[src/rtl/piso_serializer.sv]
// Parallel-in / serial-out converter.
// Each accepted word goes out one bit per cycle, in the bit order set by
// MSB_FIRST. After each word the block waits GAP_CYCLES idle cycles before it
// accepts the next word.
// All outputs come from registers or from the decoded state. There is no
// combinational path from din_i or din_valid_i to any output.
//
//   state    | meaning
//   ---------+-------------------------------------------------------------
//   ST_IDLE  | waiting for a word, din_ready_o high
//   ST_SHIFT | emitting WIDTH bits, one per cycle, sout_valid_o high
//   ST_GAP   | GAP_CYCLES quiet cycles after a word, line held low
module piso_serializer #(
  parameter int unsigned WIDTH      = 8,
  parameter bit          MSB_FIRST  = 1'b1,
  parameter int unsigned GAP_CYCLES = 1
) (
  input  logic             clk_i,
  input  logic             rst_ni,
  input  logic [WIDTH-1:0] din_i,
  input  logic             din_valid_i,
  output logic             din_ready_o,
  output logic             sout_o,
  output logic             sout_valid_o,
  output logic             last_o,
  output logic             busy_o
);

  localparam int unsigned      CNT_W    = $clog2(WIDTH) + 1;
  localparam logic [CNT_W-1:0] CNT_LAST = CNT_W'(WIDTH - 1);
  // The gap counter counts down to zero. It is loaded with GAP_CYCLES-1 so
  // that the block spends exactly GAP_CYCLES cycles in ST_GAP.
  localparam logic [3:0]       GAP_INIT = (GAP_CYCLES > 0) ? 4'(GAP_CYCLES - 1) : 4'd0;
  localparam bit               HAS_GAP  = (GAP_CYCLES > 0);

  typedef enum logic [1:0] {
    ST_IDLE  = 2'd0,
    ST_SHIFT = 2'd1,
    ST_GAP   = 2'd2
  } state_e;

  state_e           state_q, state_d;
  logic [WIDTH-1:0] shift_q, shift_d;
  logic [CNT_W-1:0] cnt_q,   cnt_d;
  logic [3:0]       gap_q,   gap_d;
  logic             sout_q,  sout_d;
  logic             sout_valid_q, sout_valid_d;
  logic             last_q,  last_d;
  logic [CNT_W-1:0] cnt_nxt;

  // Returns the bit that goes out next.
  function automatic logic head_bit(input logic [WIDTH-1:0] w);
    if (MSB_FIRST) begin
      return w[WIDTH-1];
    end
    return w[0];
  endfunction

  // Returns the word with the bit just sent removed.
  function automatic logic [WIDTH-1:0] drop_head(input logic [WIDTH-1:0] w);
    if (MSB_FIRST) begin
      return w << 1;
    end
    return w >> 1;
  endfunction

  assign cnt_nxt = cnt_q + CNT_W'(1);

  // Next state and next values of the registered outputs.
  // The first bit is registered on the load edge, so it is on the line
  // one cycle after the load.
  always_comb begin
    state_d      = state_q;
    shift_d      = shift_q;
    cnt_d        = cnt_q;
    gap_d        = gap_q;
    sout_d       = 1'b0;
    sout_valid_d = 1'b0;
    last_d       = 1'b0;

    unique case (state_q)
      ST_IDLE: begin
        if (din_valid_i) begin
          state_d      = ST_SHIFT;
          shift_d      = drop_head(din_i);
          cnt_d        = '0;
          sout_d       = head_bit(din_i);
          sout_valid_d = 1'b1;
          last_d       = (CNT_LAST == '0);
        end
      end

      ST_SHIFT: begin
        if (cnt_q == CNT_LAST) begin
          // The last bit is on the line this cycle. The word is finished.
          shift_d = '0;
          cnt_d   = '0;
          if (HAS_GAP) begin
            state_d = ST_GAP;
            gap_d   = GAP_INIT;
          end else begin
            state_d = ST_IDLE;
          end
        end else begin
          shift_d      = drop_head(shift_q);
          cnt_d        = cnt_nxt;
          sout_d       = head_bit(shift_q);
          sout_valid_d = 1'b1;
          last_d       = (cnt_nxt == CNT_LAST);
        end
      end

      ST_GAP: begin
        if (gap_q == 4'd0) begin
          state_d = ST_IDLE;
        end else begin
          gap_d = gap_q - 4'd1;
        end
      end

      default: begin
        state_d = ST_IDLE;
        shift_d = '0;
        cnt_d   = '0;
        gap_d   = '0;
      end
    endcase
  end

  // State, datapath and output registers, all cleared asynchronously.
  // A reset in the middle of a word drops the rest of that word.
  always_ff @(posedge clk_i or negedge rst_ni) begin
    if (!rst_ni) begin
      state_q      <= ST_IDLE;
      shift_q      <= '0;
      cnt_q        <= '0;
      gap_q        <= '0;
      sout_q       <= 1'b0;
      sout_valid_q <= 1'b0;
      last_q       <= 1'b0;
    end else begin
      state_q      <= state_d;
      shift_q      <= shift_d;
      cnt_q        <= cnt_d;
      gap_q        <= gap_d;
      sout_q       <= sout_d;
      sout_valid_q <= sout_valid_d;
      last_q       <= last_d;
    end
  end

  assign din_ready_o  = (state_q == ST_IDLE);
  assign busy_o       = (state_q == ST_SHIFT) || (state_q == ST_GAP);
  assign sout_o       = sout_q;
  assign sout_valid_o = sout_valid_q;
  assign last_o       = last_q;

endmodule

[config.mk]
export PLATFORM = sky130hd
export DESIGN_NAME = piso_serializer
export DESIGN_NICKNAME = d
export VERILOG_FILES = /design/src/rtl/piso_serializer.sv
export SDC_FILE = /design/constraint.sdc
export NUM_CORES = 1
export LEC_CHECK = 0
export CAP_MARGIN = 25
export CORE_MARGIN = 2
export CORE_UTILIZATION = 36
export DETAILED_ROUTE_END_ITERATION = 7
export GPL_TIMING_DRIVEN = 0
export SLEW_MARGIN = 20
export SYNTH_ARGS = -nofsm -noshare
export SYNTH_HDL_FRONTEND = slang
export SYNTH_SLANG_ARGS = --single-unit
[constraint.sdc]
create_clock -name clk_i -period 2.1 [get_ports clk_i]
set_clock_uncertainty 0.1 [all_clocks]
set_input_delay 0.315 -clock clk_i [delete_from_list [all_inputs] [get_ports clk_i]]
set_output_delay 0.315 -clock clk_i [all_outputs]
set_load 0.05 [all_outputs]
Word-level counts from Yosys, hierarchy flattened
Cells that the tools add are included.
- $add $sub $neg: 2
- equal/unequal tests: 8
- mux-type cells: 29
- bitwise gates (word level): 2
- reductions and logical operators: 6
- operator list (operator ; count):
    two-way mux 8 bit ; 4
    one-hot mux 4 bit (3 select lines) ; 2
    one-hot mux 8 bit (3 select lines) ; 1
    two-way mux 4 bit ; 4
    two-way mux 1 bit ; 12
    equality test 4 x 3 -> 1 bit (second input constant) ; 2
    != test 2 bit (second input constant) ; 4
    two-way mux 2 bit ; 3
    one-hot mux 2 bit (3 select lines) ; 1
    AND reduction 3 bit ; 2
    adder 4 x 1 -> 4 bit (second input constant) ; 1
    logical NOT 4 bit ; 1
    one-hot mux 1 bit (2 select lines) ; 2
    subtractor 4 x 1 -> 4 bit (second input constant) ; 1
    equality test 2 x 1 -> 1 bit (second input constant) ; 1
    equality test 2 bit (second input constant) ; 1
    logical NOT 2 bit ; 1
    inverter 1 bit ; 2
    AND reduction 2 bit ; 1
    logical OR 1 bit ; 1
- register bits after elaboration: 21
- output and inout port bits: 5
- logic and storage cells: 54

Longest topological paths before layout
- depth in word-level cells: 6
- gate-level depth with buffers: 6
- mapped depth without buffers: 6

Worst setup path after synthesis
No wires, ideal clock.
- path type: reg2reg
- start point: register state_q[0]
- end point: register gap_q[0]
- library setup time: 126 ps
- arrival time: 1879 ps
- setup slack: -5 ps
- cell stages (with the launch flop): 7
- buffers on the path: 0
- clock period less this slack: 2105 ps
- path through: dfrtp_1 > inv_1 > ha_1 > clkinv_1 > o21ai_1 > or3_1 > o21ai_0
- cells in the longest elaborated chain, start to end: 3
- elaborated cells on any way between the ends: 8
- those cells by class: eq/ne (4); mux (1); bitwise (1); reduce/logical (2)
- RTL lines (what ; RTL line ; source):
    start, declared ; 42 ; state_e state_q, state_d;
    start signal, assigned ; 142 ; state_q <= state_d;
    logical NOT 2 bit * ; -- ;
    named net din_ready_o ; 22 ; output logic din_ready_o,
    inverter 1 bit (no line) ; -- ;
    AND reduction 3 bit (no line) ; -- ;
    end signal, assigned ; 145 ; gap_q <= gap_d;
    end, declared ; 45 ; logic [3:0] gap_q, gap_d;
The timed path passes the listed nets; every way through them passes the cells marked *.
A chain may end at the register's enable or synchronous reset.

Worst setup path in the final report
- start point: register state_q[0]
- end point: output busy_o
- cells in the longest elaborated chain, start to end: 2
- elaborated cells on any way between the ends: 3
- those cells by class: eq/ne (2); reduce/logical (1)
- RTL lines (what ; RTL line ; source):
    equality test 2 x 1 -> 1 bit / equality test 2 bit (equally long branches) ; 153 ; assign busy_o = (state_q == ST_SHIFT) || (state_q == ST_GAP);
    logical OR 1 bit * ; 153 ;
    end, declared ; 26 ; output logic busy_o
Mark *: on every way between the ends. The rest lies on a longest branch, timed or not.

==> impl_results.rst <==
.. list-table::
   :header-rows: 1

   * - Metric
     - Value
   * - Cell Pwr Density
     - 1180 nW/um^2
   * - Residual DRC count
     - 0
   * - CP max stage delay
     - 0.49 ns
   * - Die area
     - 3530 sq um
   * - Final ANT Viol Nets
     - 0
   * - Initial antenna violation count
     - 0
   * - Detailed-routing iteration count for the pre-antenna-repair pass
     - 4
   * - Share of the yosys chip area belonging to registers
     - 0.453
   * - Highest fanout seen on the critical path
     - 3
   * - Mapped cell area
     - 1100 sq um
   * - Synth Instances
     - 116
   * - Final critical-path setup slack
     - 0.102 ns
   * - Top_reg_cell synth
     - sky130_fd_sc_hd__dfrtp_1
   * - Maximum root-to-sink buffer count
     - 2
   * - Routed vias/inst
     - 5.33
   * - Slew Viols, Final
     - 0
   * - Floorplan die height
     - 59.4 um
   * - I/O Buffers
     - 15
   * - #FFs+latches synth
     - 20
   * - Setup CP Type
     - reg2out
   * - H-tree depth
     - 1
   * - Cell type with the highest aggregate area in the netlist
     - sky130_fd_sc_hd__dfrtp_1
   * - Largest net degree at the start of global routing
     - 21
   * - Rows
     - 20
   * - Layout-stage area growth over the synthesis result
     - 23.4%
   * - Average wire per standard cell
     - between 10 and 15 um
   * - Starting density of the core
     - 0.371
   * - Number of warnings reported in the yosys synthesis log
     - 0
   * - Clock sink count
     - 20
   * - Maximum operating frequency
     - 500 MHz
   * - Final Critical Period
     - 2.00 ns
   * - Source-to-sink clock delay at the later pin of the worst-skew pair
     - 0.30 ns
   * - Final hold violations
     - 0
   * - Drt total wl
     - 2300 um
   * - Cell types with the largest area share after synthesis
     - sky130_fd_sc_hd__dfrtp_1 45%, sky130_fd_sc_hd__ha_1 6.8%, sky130_fd_sc_hd__nor2b_1 6.2%, sky130_fd_sc_hd__a21oi_1 5.4%, sky130_fd_sc_hd__a221o_1 5.4%
   * - RSZ-0062 raised after global routing
     - false
   * - Static leakage
     - 0.594 nW
   * - CTS buffer count
     - 3
   * - Data required time at the worst endpoint
     - 1.68 ns
   * - Number of flops mapped to enable cells by yosys
     - 0
   * - Global-route wire length before repair
     - 4060 um
   * - Hold_ws
     - between 0.15 and 0.2 ns
   * - Root cell of the clock tree
     - sky130_fd_sc_hd__clkbuf_4
   * - Die width
     - 59.4 um
   * - Final weighted congestion of routability-driven global placement
     - 0.808
   * - Post-route fraction of the period consumed by the critical path
     - 0.952
   * - Largest voltage drop on the vdd net
     - 0.000512 V
   * - Startpoint types
     - register
   * - Total negative slack
     - 0 ns
   * - Core region area
     - 2980 sq um
   * - Overall power of the completed layout
     - 1.61 mW
   * - Overall global routing resource usage
     - 0.152
   * - Outcome
     - finished clean
   * - Number of nets in the final layout
     - 156
   * - Final core utilization
     - 0.458
   * - Number of antenna diodes
     - 0
   * - Unique cell type count in the Yosys netlist
     - 31
   * - Arrival time at the worst endpoint
     - 1.58 ns
   * - Max-capacitance violation count
     - 0
   * - Filler instances
     - 297
   * - Post-Synthesis Mean Instance Area
     - between 9 and 10 sq um
   * - Setup crit end kind
     - output pin
   * - Clock slew seen by the registers of the worst setup and hold paths
     - about 0.12 ns
   * - Setup-failing EPs final
     - 0
   * - Relative max-transition margin
     - 0.556
   * - Chain of cells forming the critical path
     - inv_1 > ha_2 > clkdlybuf4s15_1
   * - Slew at the pin closest to its max-slew limit
     - approximately 0.66 ns
   * - Total gr overflow
     - 0
   * - Proportion of synthesized flip-flops having asynchronous set or reset
     - 1.00
   * - Vias
     - around 910
   * - Post-placement setup slack
     - 0.0397 ns
   * - Fraction of layout instances using a drive strength above 1
     - 0.101
   * - Worst path slowest cell
     - sky130_fd_sc_hd__clkdlybuf4s15_1
   * - Post-DP HPWL
     - approximately 1600 um
   * - Proportion of netlist area held by the largest area contributor
     - 0.453
   * - Type of the most critical hold path
     - in2async
   * - DR iter-0 viols
     - 55
   * - TritonCTS clock tree
     - built
   * - Io pins
     - 16
   * - Number of global-route vias before repair
     - 930
   * - Synth Net Count
     - ~130
report_power, final:
part	internal (mW)	switching, mW
Combinational	0.317	0.475
Sequential	0.499	0.0960
Clock	0.106	0.122
final cells by class:
| class | instances | area, sq um | area share |
|---|---|---|---|
| multi-input combinational | 86 | 573 | 0.420 |
| buffer | 2 | 7.51 | 0.00550 |
| clock buffer | 4 | 36.3 | 0.0266 |
| sequential | 20 | 500 | 0.367 |
| inverter | 8 | 30.0 | 0.0220 |
| timing repair buffer | 18 | 175 | 0.128 |
| tap | 33 | 41.3 | 0.0303 |
flip-flops by register name (all words and copies together), names as in the netlist:
signal,count
shift_q,7
sout_valid_o,1
state_q,2
gap_q,4
sout_o,1
last_o,1
cnt_q,4
synthesized netlist by cell type (2+ instances only):
| master | number |
|---|---|
| sky130_fd_sc_hd__dfrtp_1 | 20 |
| sky130_fd_sc_hd__a21oi_1 | 12 |
| sky130_fd_sc_hd__nor2_1 | 11 |
| sky130_fd_sc_hd__nor2b_1 | 11 |
| sky130_fd_sc_hd__nand2_1 | 9 |
| sky130_fd_sc_hd__inv_1 | 7 |
| sky130_fd_sc_hd__a221o_1 | 6 |
| sky130_fd_sc_hd__ha_1 | 6 |
| sky130_fd_sc_hd__o21ai_0 | 5 |
| sky130_fd_sc_hd__a31oi_1 | 3 |
| sky130_fd_sc_hd__nand3_1 | 3 |
| sky130_fd_sc_hd__clkbuf_1 | 2 |
| sky130_fd_sc_hd__nand4b_1 | 2 |
| sky130_fd_sc_hd__o31ai_1 | 2 |
layout by cell type, fill, tap and decap left out, types with 2 or more instances in the layout:
cell	n
sky130_fd_sc_hd__o21ai_0	5
sky130_fd_sc_hd__inv_1	7
sky130_fd_sc_hd__clkbuf_4	3
sky130_fd_sc_hd__a221o_1	6
sky130_fd_sc_hd__nor2b_1	11
sky130_fd_sc_hd__clkbuf_1	2
sky130_fd_sc_hd__clkdlybuf4s50_1	13
sky130_fd_sc_hd__dfrtp_1	20
sky130_fd_sc_hd__nand2_1	9
sky130_fd_sc_hd__buf_4	2
sky130_fd_sc_hd__ha_1	5
sky130_fd_sc_hd__a21oi_1	12
sky130_fd_sc_hd__nand4b_1	2
sky130_fd_sc_hd__a31oi_1	3
sky130_fd_sc_hd__nand3_1	3
sky130_fd_sc_hd__nor2_1	11
sky130_fd_sc_hd__o31ai_1	2
critical path: cells and delay by family (launching register included):
family     cells  cell delay, ns
fa+ha+maj      1            0.31
buf+inv        2            0.57
flops          1            0.40
through the flow:
step	area, sq um	instances
2_1_floorplan	1110	116
3_3_place_gp	1300	164
3_5_place_dp	1300	164
4_1_cts	1330	168
5_1_grt	1360	171
6_report	1360	171
routing by layer:
metal  routed length, um  GRT usage  share of wire  up-vias
met5                   0          0              0        -
met4                  36     0.0584          0.016        0
met3                  83     0.0284          0.036        5
met2                 982      0.237           0.43       13
met1                1200      0.207           0.52      430
li1                    -          -              -      464
cells by family (layout without fill, tap and decap cells):
kind of cell    count (synthesis)  after routing  synth area share
fa+ha+maj                       6              6            0.0679
buf+inv                        10             32            0.0340
flops                          20             20             0.453
simple gates                   45             45             0.217
compound gates                 35             35             0.228
final timing paths:
path / from / to / slack, ns / cells past startpoint
min in group clk_i: shift_q[1]$_DFFE_PN0P_ / shift_q[1]$_DFFE_PN0P_ / 0.43 / 2
hold reg to reg: shift_q[1]$_DFFE_PN0P_ / shift_q[1]$_DFFE_PN0P_ / 0.43 / 2
max in group asynchronous: rst_ni / sout_valid_o$_DFF_PN0_ / 1.27 / 2
hold / removal: rst_ni / gap_q[1]$_DFFE_PN0P_ / 0.20 / 1
setup / recovery: state_q[0]$_DFFE_PN0P_ / busy_o / 0.10 / 3
setup reg to reg: state_q[0]$_DFFE_PN0P_ / gap_q[0]$_DFFE_PN0P_ / 0.28 / 6
what timing repair did:
action                     in CTS  in global routing
pin swaps                       0                  1
gates cloned                    0                  0
setup endpoints to repair       2                  4
gates resized for setup         2                  4
setup buffers                   0                  2
hold buffers                    0                  0
(Power assumes the default switching activity.)
